==> config.mk <==
export PLATFORM = sky130hd
export DESIGN_NAME = pwm_capture_multi
export DESIGN_NICKNAME = d
export VERILOG_FILES = /design/src/rtl/pwm_capture_multi.sv
export SDC_FILE = /design/constraint.sdc
export NUM_CORES = 1
export LEC_CHECK = 0
export BUFFER_PORTS_ARGS = -buffer_cell sky130_fd_sc_hd__clkbuf_2
export CELL_PAD_IN_SITES_DETAIL_PLACEMENT = 2
export CELL_PAD_IN_SITES_GLOBAL_PLACEMENT = 2
export CORE_MARGIN = 1
export CORE_UTILIZATION = 35
export DETAILED_ROUTE_END_ITERATION = 10
export PLACE_DENSITY_LB_ADDON = 0.1
export SLEW_MARGIN = 20
export SYNTH_ARGS = -nofsm -noshare
export SYNTH_HDL_FRONTEND = slang
export SYNTH_SLANG_ARGS = --single-unit
==> constraint.sdc <==
create_clock -name clk -period 9.1 [get_ports clk]
set_clock_uncertainty 0.05 [all_clocks]
set_input_delay 2.275 -clock clk [delete_from_list [all_inputs] [get_ports clk]]
set_output_delay 2.275 -clock clk [all_outputs]
set_load 0.03 [all_outputs]
==> src/rtl/pwm_capture_multi.sv <==
// pwm_capture_multi: multi-channel PWM capture.
// Each channel synchronises its PWM line and measures the period and high
// time in clk cycles between consecutive rising edges. Every completed
// measurement (or stuck-line timeout) is reported with a one-cycle valid
// strobe. A line with no rising edge for TIMEOUT cycles is reported as
// stuck, either low or high.
module pwm_capture_multi #(
  parameter int CH      = 3,
  parameter int W       = 16,
  parameter int TIMEOUT = 65535
) (
  input  logic            clk,
  input  logic            reset,
  input  logic            en,
  input  logic [CH-1:0]   pwm_in,
  output logic [CH*W-1:0] period_o,
  output logic [CH*W-1:0] high_o,
  output logic [CH-1:0]   valid_o,
  output logic [CH-1:0]   stuck_o
);

  typedef enum logic {
    ST_IDLE = 1'b0,
    ST_MEAS = 1'b1
  } state_t;

  localparam logic [W-1:0] TIMEOUT_W = W'(TIMEOUT);
  localparam logic [W-1:0] ONE_W     = W'(1);

  // Input path: two-flop synchroniser followed by an edge-history flop.
  logic [CH-1:0] s1_q, s1_d;
  logic [CH-1:0] s2_q, s2_d;
  logic [CH-1:0] p_q, p_d;
  logic [CH-1:0] rise;

  // Per-channel measurement state.
  state_t        state_q  [CH];
  state_t        state_d  [CH];
  logic [W-1:0]  pcnt_q   [CH];
  logic [W-1:0]  pcnt_d   [CH];
  logic [W-1:0]  hcnt_q   [CH];
  logic [W-1:0]  hcnt_d   [CH];

  // Registered results.
  logic [W-1:0]  period_q [CH];
  logic [W-1:0]  period_d [CH];
  logic [W-1:0]  high_q   [CH];
  logic [W-1:0]  high_d   [CH];
  logic [CH-1:0] valid_q, valid_d;
  logic [CH-1:0] stuck_q, stuck_d;

  // Synchroniser chain keeps running regardless of en so that a line which
  // is already high when capture is enabled does not look like an edge.
  always_comb begin
    s1_d = pwm_in;
    s2_d = s1_q;
    p_d  = s2_q;
  end

  assign rise = s2_q & ~p_q;

  // Per-channel measurement FSM: count period/high cycles, report on each
  // rising edge, and fall back to IDLE on timeout or when en drops.
  always_comb begin
    for (int i = 0; i < CH; i++) begin
      state_d[i]  = state_q[i];
      pcnt_d[i]   = pcnt_q[i];
      hcnt_d[i]   = hcnt_q[i];
      period_d[i] = period_q[i];
      high_d[i]   = high_q[i];
      stuck_d[i]  = stuck_q[i];
      valid_d[i]  = 1'b0;

      if (!en) begin
        // Partial measurement is discarded; last results stay visible.
        state_d[i] = ST_IDLE;
        pcnt_d[i]  = '0;
        hcnt_d[i]  = '0;
      end else begin
        case (state_q[i])
          ST_IDLE: begin
            pcnt_d[i] = '0;
            hcnt_d[i] = '0;
            // First edge only arms the channel; no result yet.
            if (rise[i]) begin
              pcnt_d[i]  = ONE_W;
              hcnt_d[i]  = ONE_W;
              state_d[i] = ST_MEAS;
            end
          end
          ST_MEAS: begin
            if (rise[i]) begin
              // Edge wins over a coincident timeout.
              period_d[i] = pcnt_q[i];
              high_d[i]   = hcnt_q[i];
              stuck_d[i]  = 1'b0;
              valid_d[i]  = 1'b1;
              pcnt_d[i]   = ONE_W;
              hcnt_d[i]   = ONE_W;
            end else if (pcnt_q[i] == TIMEOUT_W) begin
              // No edge for TIMEOUT cycles: line stuck at its current level.
              period_d[i] = '0;
              high_d[i]   = s2_q[i] ? TIMEOUT_W : '0;
              stuck_d[i]  = s2_q[i];
              valid_d[i]  = 1'b1;
              pcnt_d[i]   = '0;
              hcnt_d[i]   = '0;
              state_d[i]  = ST_IDLE;
            end else begin
              pcnt_d[i] = pcnt_q[i] + ONE_W;
              if (s2_q[i]) begin
                hcnt_d[i] = hcnt_q[i] + ONE_W;
              end
            end
          end
        endcase
      end
    end
  end

  // State and result registers, all cleared asynchronously by reset.
  always_ff @(posedge clk or posedge reset) begin
    if (reset) begin
      s1_q    <= '0;
      s2_q    <= '0;
      p_q     <= '0;
      valid_q <= '0;
      stuck_q <= '0;
      for (int i = 0; i < CH; i++) begin
        state_q[i]  <= ST_IDLE;
        pcnt_q[i]   <= '0;
        hcnt_q[i]   <= '0;
        period_q[i] <= '0;
        high_q[i]   <= '0;
      end
    end else begin
      s1_q    <= s1_d;
      s2_q    <= s2_d;
      p_q     <= p_d;
      valid_q <= valid_d;
      stuck_q <= stuck_d;
      for (int i = 0; i < CH; i++) begin
        state_q[i]  <= state_d[i];
        pcnt_q[i]   <= pcnt_d[i];
        hcnt_q[i]   <= hcnt_d[i];
        period_q[i] <= period_d[i];
        high_q[i]   <= high_d[i];
      end
    end
  end

  // Pack per-channel results onto the flat output buses.
  for (genvar g = 0; g < CH; g++) begin : g_pack
    assign period_o[g*W +: W] = period_q[g];
    assign high_o[g*W +: W]   = high_q[g];
  end

  assign valid_o = valid_q;
  assign stuck_o = stuck_q;

endmodule

==> flow_summary.ini <==
[cells_and_area]
design_area_mm2 = 0.0109
diodes = 0
area_growth_pct = 18.5
seqCellArea_mm2 = 0.00526
multi_input_area_mm2 = 0.00367
final_common_cell = dfrtp_1
mostFrequentLayoutCells = dfrtp_1, nor2_1, clkbuf_2, nand2_1, o21ai_0
nNetsFinal = 1003
num-fill-cells = 2721
drive_above_1_share_pct = 17.0

[global_route]
grt_pass1_wl_um = 41400
grt_overflow = 0
grt_pass1_vias = 7706
antenna_found_initial = 0
grt.total_usage_pct = 19.1
grt_max_degree = 137

[cts]
clk_pin_slew_ps = 60
h-tree-depth = 1
cts-resized-gates = 0
cts-buffers-inserted = 25
hold_buffers = 0
clkLatencyLatePin_ps = 520
cts_root_buffer = clkbuf_16
cts_buffer_depth = 3
postCtsSetupBuffers = 0
clock_sink_count = 210
cts_tree = done

[run]
maxCapViolations = 0

[drt]
num_vias = 7159
post-route-drc-count = 0
vias_per_cell = 5.35
drtPass1Iterations = 4
wl_per_cell_um = 18.6
ant_nets = 0
drt-initial-drc-count = 301
wl_um = 24900

[sta]
fin_ws_ps = 5210
hold_ws_ps = 301
worst_slew_pin_slew_ps = 1060
finalSetupViolCount = 0
timing.setup.tns_ps = 0
fin_crit_sh_pct = 42.8
maxSlewViolCount = 0
max_slew_margin_pct = 29.3
hold_viol_final = 0
fin_crit_ps = 3890
timing.fmax_mhz = 257
rsz0062_at_grt = no

[min_path]
hp-class = reg2reg
min_from = s1_q[1]
hold_path_depth = 0
whs_endpoint = p_d[1]

[synthesis]
syn_nets = 908
yosys_register_bits = 210
syn_area_mm2 = 0.00917
ys_types = 53
ys_warn_count = 0
netlist_instances = 896
ys_seq_area_share_pct = 57.3
synth_area_per_cell_um2 = 10.2

[critical_path]
path_cells = clkbuf_2 > nand2_1 > or3_1 > or4_1 > nand2_1
path_buf_inv = 1
crit_path_max_fanout = 26
cp_slowest_cell = or3_1
endpoint_kind = register
worstPathRequired_ps = 9500
cp.depth = 5
crit_path_start_kind = primary input
max_stage_delay_ps = 830
crit_family = simple AND/OR/NAND/NOR gates
cp_common_cell = nand2_1
rr_worst_depth = 5
rrSetupSlack_ps = 6170
critical_path_arrival_ps = 4290
r2r-end = high_o[0]
r2r-start = pcnt_q[32]
crit_type = in2reg

[place]
place_ws_ps = 4450
gp_congestion = 0.724
postPlaceCellArea_mm2 = 0.0100
dpl.hpwl_um = 16500
port_buffers = 107

[power_and_ir_drop]
p_clk_share_pct = 43.7
powerDensity_mw_per_mm2 = 215
p_comb_share_pct = 11.9
cell_internal_pwr_mw = 1.69
swShare_pct = 27.3
p_sw_uw = 638
cellLeakagePower_nw = 4.93
vdd.ir_drop.worst_uv = 121
p_seq_share_pct = 44.4

[die]
num_rows = 58
fp.dieW_um = 164
die_h_um = 164
dieArea_mm2 = 0.0269
coreArea_mm2 = 0.0255
initial_utilization_pct = 36.0
ioPinCount = 108

[outcome]
outcome = complete, no violations
[cell families (layout without fill, tap and decap cells)]
| family | after synthesis | count (layout) | share of synthesized area (%) |
|---|---|---|---|
| and+or+nand+nor | 325 | 325 | 16.7 |
| AOI/OAI and AO/OA | 221 | 221 | 15.7 |
| muxes | 1 | 1 | 0.109 |
| DFF | 210 | 210 | 57.3 |
| buffers and inverters | 66 | 178 | 2.97 |
| xor gates and xnor gates | 67 | 67 | 6.40 |
| adders and majority gates | 6 | 6 | 0.818 |
[power groups by stage]
stage / Sequential [mW] / Clock, mW / Combinational, mW
2_1_floorplan: 1.15 / 0 / 0.0869
3_3_place_gp: 1.05 / 0 / 0.276
3_5_place_dp: 1.05 / 0 / 0.283
4_1_cts: 1.04 / 1.05 / 0.285
5_1_grt: 1.04 / 1.08 / 0.306
6_report: 1.04 / 1.02 / 0.278
[sequential cells by signal (all words and copies together) (netlist names)]
name	count
pcnt_q	48
s1_q	3
stuck_o	3
state_q	3
valid_o	3
p_d	3
hcnt_q	48
period_o	48
p_q	3
high_o	48
[how the worst max path moves through the flow]
stage,start,endpoint,slack [ps]
global route,en,hcnt_q[9],5010
CTS,en,hcnt_q[29],4990
detailed placement,en,hcnt_q[29],4450
floorplan,reset,hcnt_q[0],1040
global placement,en,hcnt_q[29],4520
finish,en,hcnt_q[9],5210
[Yosys cell counts, drive strengths merged]
cell / number / area (um2)
a2111oi: 1 / 15.0
a211oi: 4 / 30.0
a21o: 6 / 45.0
a21oi: 26 / 130
a22o: 49 / 429
a22oi: 2 / 15.0
a31oi: 7 / 43.8
a32o: 1 / 10.0
and2: 5 / 31.3
and3: 14 / 92.6
and4: 6 / 53.8
buf: 14 / 77.6
clkbuf: 34 / 128
dfrtp: 210 / 5260
ha: 6 / 75.1
inv: 18 / 67.6
mux2i: 1 / 10.0
nand2: 86 / 323
nand2b: 3 / 18.8
nand3: 36 / 198
nand4: 20 / 125
nor2: 119 / 447
nor2b: 3 / 18.8
nor3: 10 / 55.1
nor3b: 1 / 7.51
nor4: 5 / 43.8
o2111ai: 2 / 17.5
o211a: 1 / 10.0
o211ai: 12 / 90.1
o21a: 2 / 15.0
o21ai: 84 / 420
o21bai: 1 / 7.51
o22ai: 17 / 106
o2bb2a: 1 / 10.0
o31a: 3 / 26.3
o32ai: 1 / 8.76
o41ai: 1 / 8.76
or2: 2 / 12.5
or3: 7 / 43.8
or4: 8 / 63.8
xnor2: 30 / 263
xor2: 37 / 324
[metrics by stage]
stage	total power, mW	util (%)	cells
finish	2.33	42.7	1338
global route	2.43	42.7	1338
CTS	2.37	42.5	1337
detailed placement	1.34	39.3	1293
global placement	1.33	39.3	1293
floorplan	1.24	-	896
[layer usage]
| layer | vias up | wire (um) | part of all wire [%] | global-route usage (%) |
|---|---|---|---|---|
| met5 | - | 0 | 0 | 0 |
| met4 | 0 | 446 | 1.8 | 4.55 |
| met3 | 37 | 696 | 2.8 | 2.78 |
| met2 | 92 | 12200 | 49 | 32.2 |
| met1 | 3688 | 11600 | 46 | 25.8 |
| li1 | 3342 | - | - | - |
[area by class of cell]
class	instances	area share, %
Sequential cell	210	48.3
Tap cell	330	3.80
Inverter	18	0.691
Multi-Input combinational cell	620	33.8
Clock inverter	8	1.06
Timing Repair Buffer	116	5.73
Clock buffer	36	6.60
Note: power is estimated with default switching activity, not from simulation.
